**src/rtl/dispatch_queue.sv**
```systemverilog
// dispatch_queue
// In-order dispatch buffer sitting between rename and the reservation stations.
// Renamed micro-op groups are accepted all-or-nothing. Their source-ready bits are
// resolved against a physical-register busy table, so a stored entry never needs an
// RS wakeup for a producer that already wrote back. Entries leave in strict program
// order, one per ready RS write bank, with same-cycle writebacks bypassed onto the
// outgoing payload.
//
// Ports
//   clk, rst_n      clock, asynchronous active-low reset
//   flush_i         synchronous flush: empties the queue and clears the busy table
//   in_valid_i      per-lane valid from rename
//   in_ready_o      group accept (room for a full group and no flush)
//   in_base_i       renamed payload per lane
//   in_oc_i         option code per lane, forwarded unchanged
//   wb_i            writeback valid per writeback port
//   wb_pdest_i      writeback physical register tags
//   wr_valid_o      RS write request per bank
//   wr_ready_i      RS bank has a free slot
//   rs_base_o       entry payload per bank ('0 when the bank is not written)
//   option_code_o   option code per bank ('0 when the bank is not written)

package dispatch_queue_pkg;

    localparam int PREG_W = 6;
    localparam int ROB_W  = 6;

    typedef struct packed {
        logic              valid;
        logic              issued;
        logic [PREG_W-1:0] psrc0;
        logic              psrc0_valid;
        logic              psrc0_ready;
        logic [PREG_W-1:0] psrc1;
        logic              psrc1_valid;
        logic              psrc1_ready;
        logic [PREG_W-1:0] pdest;
        logic              pdest_valid;
        logic [ROB_W-1:0]  rob_idx;
        logic              position_bit;
    } RsBaseSt;

    typedef struct packed {
        logic [3:0] fu_op;
        logic [1:0] imm_sel;
        logic       use_pc;
    } OptionCodeSt;

endpackage

module dispatch_queue
    import dispatch_queue_pkg::*;
#(
    parameter int  DISPATCH_WIDTH = 2,
    parameter int  BANK_NUM       = 2,
    parameter int  QUEUE_DEPTH    = 8,
    parameter type OPTION_CODE    = dispatch_queue_pkg::OptionCodeSt,
    parameter int  PHY_REG_NUM    = 2 ** dispatch_queue_pkg::PREG_W,
    parameter int  WB_WIDTH       = 2,
    localparam int TAG_W          = $clog2(PHY_REG_NUM)
) (
    input  logic                                 clk,
    input  logic                                 rst_n,
    input  logic                                 flush_i,
    input  logic [DISPATCH_WIDTH-1:0]            in_valid_i,
    output logic                                 in_ready_o,
    input  RsBaseSt [DISPATCH_WIDTH-1:0]         in_base_i,
    input  OPTION_CODE [DISPATCH_WIDTH-1:0]      in_oc_i,
    input  logic [WB_WIDTH-1:0]                  wb_i,
    input  logic [WB_WIDTH-1:0][TAG_W-1:0]       wb_pdest_i,
    output logic [BANK_NUM-1:0]                  wr_valid_o,
    input  logic [BANK_NUM-1:0]                  wr_ready_i,
    output RsBaseSt [BANK_NUM-1:0]               rs_base_o,
    output OPTION_CODE [BANK_NUM-1:0]            option_code_o
);

    localparam int PTR_W = $clog2(QUEUE_DEPTH);
    localparam int CNT_W = PTR_W + 1;

    RsBaseSt    mem_base [QUEUE_DEPTH];
    OPTION_CODE mem_oc   [QUEUE_DEPTH];

    logic [PTR_W-1:0]       head_q;
    logic [PTR_W-1:0]       tail_q;
    logic [CNT_W-1:0]       count_q;
    logic [PHY_REG_NUM-1:0] busy_q;
    logic [PHY_REG_NUM-1:0] busy_next;

    logic                                   enq_fire;
    logic [CNT_W-1:0]                       enq_cnt;
    RsBaseSt [DISPATCH_WIDTH-1:0]           lane_ent;
    logic [DISPATCH_WIDTH-1:0][PTR_W-1:0]   lane_slot;
    logic [DISPATCH_WIDTH-1:0]              older0;
    logic [DISPATCH_WIDTH-1:0]              older1;

    logic [CNT_W-1:0] rank;
    logic [CNT_W-1:0] deq_cnt;

    // True when any writeback this cycle targets the given physical register.
    function automatic logic wb_match(input logic [TAG_W-1:0] tag);
        logic hit;
        hit = 1'b0;
        for (int k = 0; k < WB_WIDTH; k++) begin
            if (wb_i[k] && (wb_pdest_i[k] == tag)) begin
                hit = 1'b1;
            end
        end
        return hit;
    endfunction

    // Free space is checked against a whole group, not just its valid lanes, so
    // rename never has to know how many lanes survive compaction.
    assign in_ready_o = ((CNT_W'(QUEUE_DEPTH) - count_q) >= CNT_W'(DISPATCH_WIDTH)) && !flush_i;

    // Lane compaction and source readiness at enqueue. A source is ready unless its
    // producer is still in flight: either marked busy, or an older valid lane of this
    // same group, whose pdest is not in the busy table yet. A same-cycle writeback
    // overrides both.
    always_comb begin
        enq_fire  = in_ready_o && (|in_valid_i);
        enq_cnt   = '0;
        lane_ent  = in_base_i;
        lane_slot = '0;
        older0    = '0;
        older1    = '0;
        for (int l = 0; l < DISPATCH_WIDTH; l++) begin
            for (int j = 0; j < l; j++) begin
                if (in_valid_i[j] && in_base_i[j].pdest_valid) begin
                    if (in_base_i[j].pdest == in_base_i[l].psrc0) begin
                        older0[l] = 1'b1;
                    end
                    if (in_base_i[j].pdest == in_base_i[l].psrc1) begin
                        older1[l] = 1'b1;
                    end
                end
            end
            lane_ent[l].valid       = 1'b1;
            lane_ent[l].issued      = 1'b0;
            lane_ent[l].psrc0_ready = !in_base_i[l].psrc0_valid
                                    || (!busy_q[in_base_i[l].psrc0] && !older0[l])
                                    || wb_match(in_base_i[l].psrc0);
            lane_ent[l].psrc1_ready = !in_base_i[l].psrc1_valid
                                    || (!busy_q[in_base_i[l].psrc1] && !older1[l])
                                    || wb_match(in_base_i[l].psrc1);
            lane_slot[l] = tail_q + PTR_W'(enq_cnt);
            if (in_valid_i[l]) begin
                enq_cnt = enq_cnt + 1'b1;
            end
        end
        if (!enq_fire) begin
            enq_cnt = '0;
        end
    end

    // Busy table update: writebacks clear first, then enqueued producers set, so a
    // new producer of a register wins over a stale writeback of the same tag.
    always_comb begin
        busy_next = busy_q;
        for (int k = 0; k < WB_WIDTH; k++) begin
            if (wb_i[k]) begin
                busy_next[wb_pdest_i[k]] = 1'b0;
            end
        end
        for (int l = 0; l < DISPATCH_WIDTH; l++) begin
            if (enq_fire && in_valid_i[l] && in_base_i[l].pdest_valid) begin
                busy_next[in_base_i[l].pdest] = 1'b1;
            end
        end
    end

    // Dispatch: the n-th ready bank (ascending index) takes entry head+n while entries
    // remain. Stopping at the first missing entry keeps strict program order.
    always_comb begin
        rank          = '0;
        deq_cnt       = '0;
        wr_valid_o    = '0;
        rs_base_o     = '0;
        option_code_o = '0;
        for (int b = 0; b < BANK_NUM; b++) begin
            if (wr_ready_i[b] && !flush_i && (rank < count_q)) begin
                wr_valid_o[b]            = 1'b1;
                rs_base_o[b]             = mem_base[head_q + PTR_W'(rank)];
                rs_base_o[b].valid       = 1'b1;
                rs_base_o[b].issued      = 1'b0;
                rs_base_o[b].psrc0_ready = rs_base_o[b].psrc0_ready | wb_match(rs_base_o[b].psrc0);
                rs_base_o[b].psrc1_ready = rs_base_o[b].psrc1_ready | wb_match(rs_base_o[b].psrc1);
                option_code_o[b]         = mem_oc[head_q + PTR_W'(rank)];
                deq_cnt                  = deq_cnt + 1'b1;
            end
            if (wr_ready_i[b]) begin
                rank = rank + 1'b1;
            end
        end
    end

    // Pointers, busy table and entry storage. Stored entries are woken by writebacks
    // first; a slot being enqueued this cycle is then overwritten with its freshly
    // computed payload, which already includes the writeback bypass.
    always_ff @(posedge clk or negedge rst_n) begin
        if (!rst_n) begin
            head_q  <= '0;
            tail_q  <= '0;
            count_q <= '0;
            busy_q  <= '0;
            for (int i = 0; i < QUEUE_DEPTH; i++) begin
                mem_base[i] <= '0;
                mem_oc[i]   <= '0;
            end
        end else if (flush_i) begin
            head_q  <= '0;
            tail_q  <= '0;
            count_q <= '0;
            busy_q  <= '0;
        end else begin
            head_q  <= head_q + PTR_W'(deq_cnt);
            tail_q  <= tail_q + PTR_W'(enq_cnt);
            count_q <= count_q + enq_cnt - deq_cnt;
            busy_q  <= busy_next;
            for (int i = 0; i < QUEUE_DEPTH; i++) begin
                if (wb_match(mem_base[i].psrc0)) begin
                    mem_base[i].psrc0_ready <= 1'b1;
                end
                if (wb_match(mem_base[i].psrc1)) begin
                    mem_base[i].psrc1_ready <= 1'b1;
                end
            end
            for (int l = 0; l < DISPATCH_WIDTH; l++) begin
                if (enq_fire && in_valid_i[l]) begin
                    mem_base[lane_slot[l]] <= lane_ent[l];
                    mem_oc[lane_slot[l]]   <= in_oc_i[l];
                end
            end
        end
    end

endmodule

```
**config.mk**
```make
export PLATFORM = sky130hd
export DESIGN_NAME = dispatch_queue
export DESIGN_NICKNAME = d
export VERILOG_FILES = /design/src/rtl/dispatch_queue.sv
export SDC_FILE = /design/constraint.sdc
export NUM_CORES = 1
export LEC_CHECK = 0
export BUFFER_PORTS_ARGS = -buffer_cell sky130_fd_sc_hd__buf_2
export CAP_MARGIN = 20
export CELL_PAD_IN_SITES_DETAIL_PLACEMENT = 1
export CELL_PAD_IN_SITES_GLOBAL_PLACEMENT = 1
export CORE_UTILIZATION = 49
export DETAILED_ROUTE_END_ITERATION = 16
export PLACE_DENSITY = 0.84
export SETUP_SLACK_MARGIN = 0.5
export SLEW_MARGIN = 10
export SYNTH_ARGS = -nofsm -noshare
export SYNTH_HDL_FRONTEND = slang
export SYNTH_SLANG_ARGS = --single-unit
```
**constraint.sdc**
```tcl
create_clock -name clk -period 4.7 [get_ports clk]
set_input_delay 0.94 -clock clk [delete_from_list [all_inputs] [get_ports clk]]
set_output_delay 0.94 -clock clk [all_outputs]
set_load 0.02 [all_outputs]
```
==> flow_summary.yaml <==
outcome:
  status: "completed"
worst_setup_path:
  cp_common_cell: "buf_12"
  worst_path_largest_cell_delay_ns: 0.55
  r2r_cells: 9
  worstPathRequired_ns: 3.76
  worstSetupPathType: "register to output pin"
  cp_max_fo: 8
  reg2reg_from: "count_q[2]"
  crit_path_cell_trace: "ha_4, buf_12, buf_12, buf_8, mux4_2, buf_6, xor2_2, o41ai_2, nand4_1, a41oi_2, buf_4"
  arrival_ns: 3.68
  critPathLaunchType: "register"
  regToRegEndpoint: "mem_base[142]"
  r2r_slack_ns: 0.83
  critPathSlowestCell: "mux4_2"
  end_kind: "output pin"
placement:
  dp.cells: 3763
  place_hpwl_mm: 81.65
  gp_congestion: 0.9964
  port_buffers: 169
yosys:
  synthArstFlopShare_pct: 100.0
  yosys.area.top_type: "dfrtp_1"
  yosysTopAreaCellShare_pct: 31.18
  ys_warn_count: 0
  synth_enable_flop_cells: 0
  ys_seq_area_share_pct: 31.18
  netlist_top_cells_area: "dfrtp_1 (31%), mux4_2 (15%), mux2i_1 (11%), nand2_1 (5.9%), xor2_1 (4.8%)"
  synthCells: 3057
  synth-seq-cells: 370
  syn_avg_cell_area_um2: 9.713
  synth_area_um2: 29690
  ys.flop_type: "dfrtp_1"
  synth_cell_types: 70
min_path:
  hp-class: "input pin to async pin"
sta:
  slew_headroom_pct: 17.59
  fin_crit_ns: 4.617
  tightestPinTransition_ns: 1.236
  hold_viol_final: 0
  clock_skew_ns: 0.03084
  rsz0062_at_grt: "true"
  drv_slew: 0
  fmax_mhz: 216.6
  period_share_pct: 98.24
  fin_tns_setup_ns: 0
  setup_violations: 0
die:
  core_area_um2: 59460
  io-pin-count: 180
  num_rows: 89
  start_util_pct: 49.93
  fp.dieW_um: 248.2
  chipHeight_um: 248.2
  die_area_um2: 61590
pwr:
  leakagePower_uw: 0.01256
  powerDensity_nw_per_um2: 508.4
  ir_drop_v: 0.0002867
  power_uw: 16820
drt:
  antenna_left: 0
  vias_per_cell: 7.343
  wirelength_mm: 131.6
  drc: 0
  drtIter0Drc: 3351
  num_vias: 28497
  first_pass_iters: 7
  routedWlPerCell_um: 33.90
layout:
  finalNonFillerCells: 3881
  area_growth_pct: 11.44
  final_nets: 3186
  drive_gt1_share_pct: 20.79
clock_tree:
  cts_tree: "yes"
  htree_levels: 2
  cts_root_buf: "clkbuf_16"
  clkSinkCount: 370
  cts_buffers: 46
  clk_pin_slew_ns: 0.06
  worstSkewPairLatency_ns: 0.62
  cts.path.max_buffers: 3
grt:
  grt_pass1_wl_mm: 197.3
  grt_max_degree: 99
  antenna_found_initial: 6
  grt_pass1_vias: 30493
  grt_usage_pct: 43.22
  grt-ovfl-total: 0
job:
  cap_violations: 0
-- final cells by class --
| cell class | count | area, um2 |
|---|---|---|
| Clock buffer | 70 | 1341 |
| Clock inverter | 13 | 212.7 |
| Sequential cell | 370 | 9266 |
| Inverter | 21 | 81.33 |
| Antenna cell | 6 | 15.01 |
| Fill cell | 6516 | 26380 |
| Timing Repair Buffer | 301 | 2207 |
| Tap cell | 773 | 967.2 |
| Multi-Input combinational cell | 2327 | 19000 |
-- cells in the mapped netlist, types with 24 or more instances --
cell / number
clkbuf_1: 194
dfrtp_1: 370
buf_1: 41
nand3_1: 31
mux2i_1: 337
a21oi_1: 119
o21ai_1: 269
nor2_1: 66
or4_1: 24
nand4_1: 54
and2_1: 24
buf_4: 29
xnor2_1: 155
buf_2: 56
a22oi_1: 94
nand2_1: 463
nor4_1: 30
mux4_2: 196
xor2_1: 164
o21ai_0: 28
-- worst max path at each step --
| stage | start | to | slack [ns] |
|---|---|---|---|
| final | head_q[0] | rs_base_o[46] | 0.08 |
| after global routing | head_q[0] | rs_base_o[46] | 0.02 |
| after CTS | head_q[0] | rs_base_o[54] | 0.24 |
| after detailed placement | wr_ready_i[0] | rs_base_o[54] | 0.1 |
| after global placement | wr_ready_i[0] | rs_base_o[54] | 0.13 |
| after floorplan | wr_ready_i[0] | rs_base_o[54] | 0.49 |
-- cell families (layout without fill, tap and decap cells) --
group	count (synthesis)	in the layout	synth area share, %
muxes	540	540	26.49
buffers and inverters	361	405	5.819
other	1	8	0.01263
AOI/OAI and AO/OA	624	624	12.59
DFF	370	370	31.18
and+or+nand+nor	822	822	13.55
xor gates and xnor gates	319	319	9.410
adders and majority gates	20	20	0.9439
-- registers in the layout (all words and copies together), names as in the netlist --
register	cells
busy_q	64
mem_oc	56
mem_base	240
head_q	3
tail_q	3
count_q	4
-- report_power, final --
| part | internal (uW) | total (uW) | switching, uW |
|---|---|---|---|
| clock | 2240 | 3800 | 1560 |
| combinational | 3540 | 7890 | 4350 |
| sequential | 4020 | 5140 | 1120 |
| total | 9800 | 16800 | 7020 |
-- metal layers --
| metal | GRT usage [%] | routed length, um | up-vias |
|---|---|---|---|
| met3 | 10.55 | 14540 | 755 |
| li1 | - | - | 11192 |
| met4 | 31.51 | 11170 | 2 |
| met5 | 0 | 9 | - |
| met2 | 67.26 | 60060 | 2218 |
| met1 | 52.36 | 45780 | 14330 |
-- metrics by stage --
stage | hold slack (ns) | instance area, um2 | utilization (%) | setup WS (ns)
global placement | 0.5384 | 30970 | 52.08 | 0.1346
floorplan | 0.5164 | 29710 | - | 0.4865
global route | 0.4346 | 33080 | 55.63 | 0.01983
detailed placement | 0.5633 | 30970 | 52.08 | 0.09942
finish | 0.3947 | 33090 | 55.65 | 0.08294
CTS | 0.4133 | 32940 | 55.39 | 0.2399
-- worst max-delay path: cells and delay by family (launching register included) --
kind / cells / cell delay (ns)
buffers and inverters: 5 / 0.70
AOI/OAI and AO/OA: 2 / 0.63
muxes: 1 / 0.55
DFF: 1 / 0.49
adders and majority gates: 1 / 0.33
and+or+nand+nor: 1 / 0.18
xor gates and xnor gates: 1 / 0.16
-- cells in the final DEF, fill, tap and decap left out, types with 9 or more instances in the layout --
master | Yosys | layout
or4_1 | 24 | 24
xor2_1 | 164 | 161
buf_12 | 2 | 16
buf_2 | 56 | 164
o21ai_0 | 28 | 26
nor2b_1 | 16 | 16
nand2b_1 | 12 | 12
a32oi_1 | 22 | 22
and3_1 | 10 | 9
clkbuf_8 | 0 | 10
o21ai_1 | 269 | 264
clkbuf_16 | 0 | 47
a31oi_1 | 13 | 12
a2111oi_0 | 14 | 12
nand2_1 | 463 | 463
o221ai_1 | 16 | 16
xnor2_1 | 155 | 151
nor4_1 | 30 | 30
and2_1 | 24 | 24
buf_4 | 29 | 107
mux4_2 | 196 | 196
nor2_1 | 66 | 64
dfrtp_1 | 370 | 368
nor3b_1 | 15 | 11
a21oi_1 | 119 | 118
nor3_1 | 19 | 16
mux2i_1 | 337 | 334
clkbuf_1 | 194 | 14
nand4_1 | 54 | 54
a22oi_1 | 94 | 90
nand3_1 | 31 | 30
ha_1 | 16 | 14
inv_1 | 19 | 19
-- repair_timing --
item	in CTS	in global routing
pin swaps	10	13
buffers inserted	20	4
hold buffers	0	0
endpoints found under the setup margin	41	7
gates cloned	3	1
gates resized for setup	37	13
(Power assumes the default switching activity.)
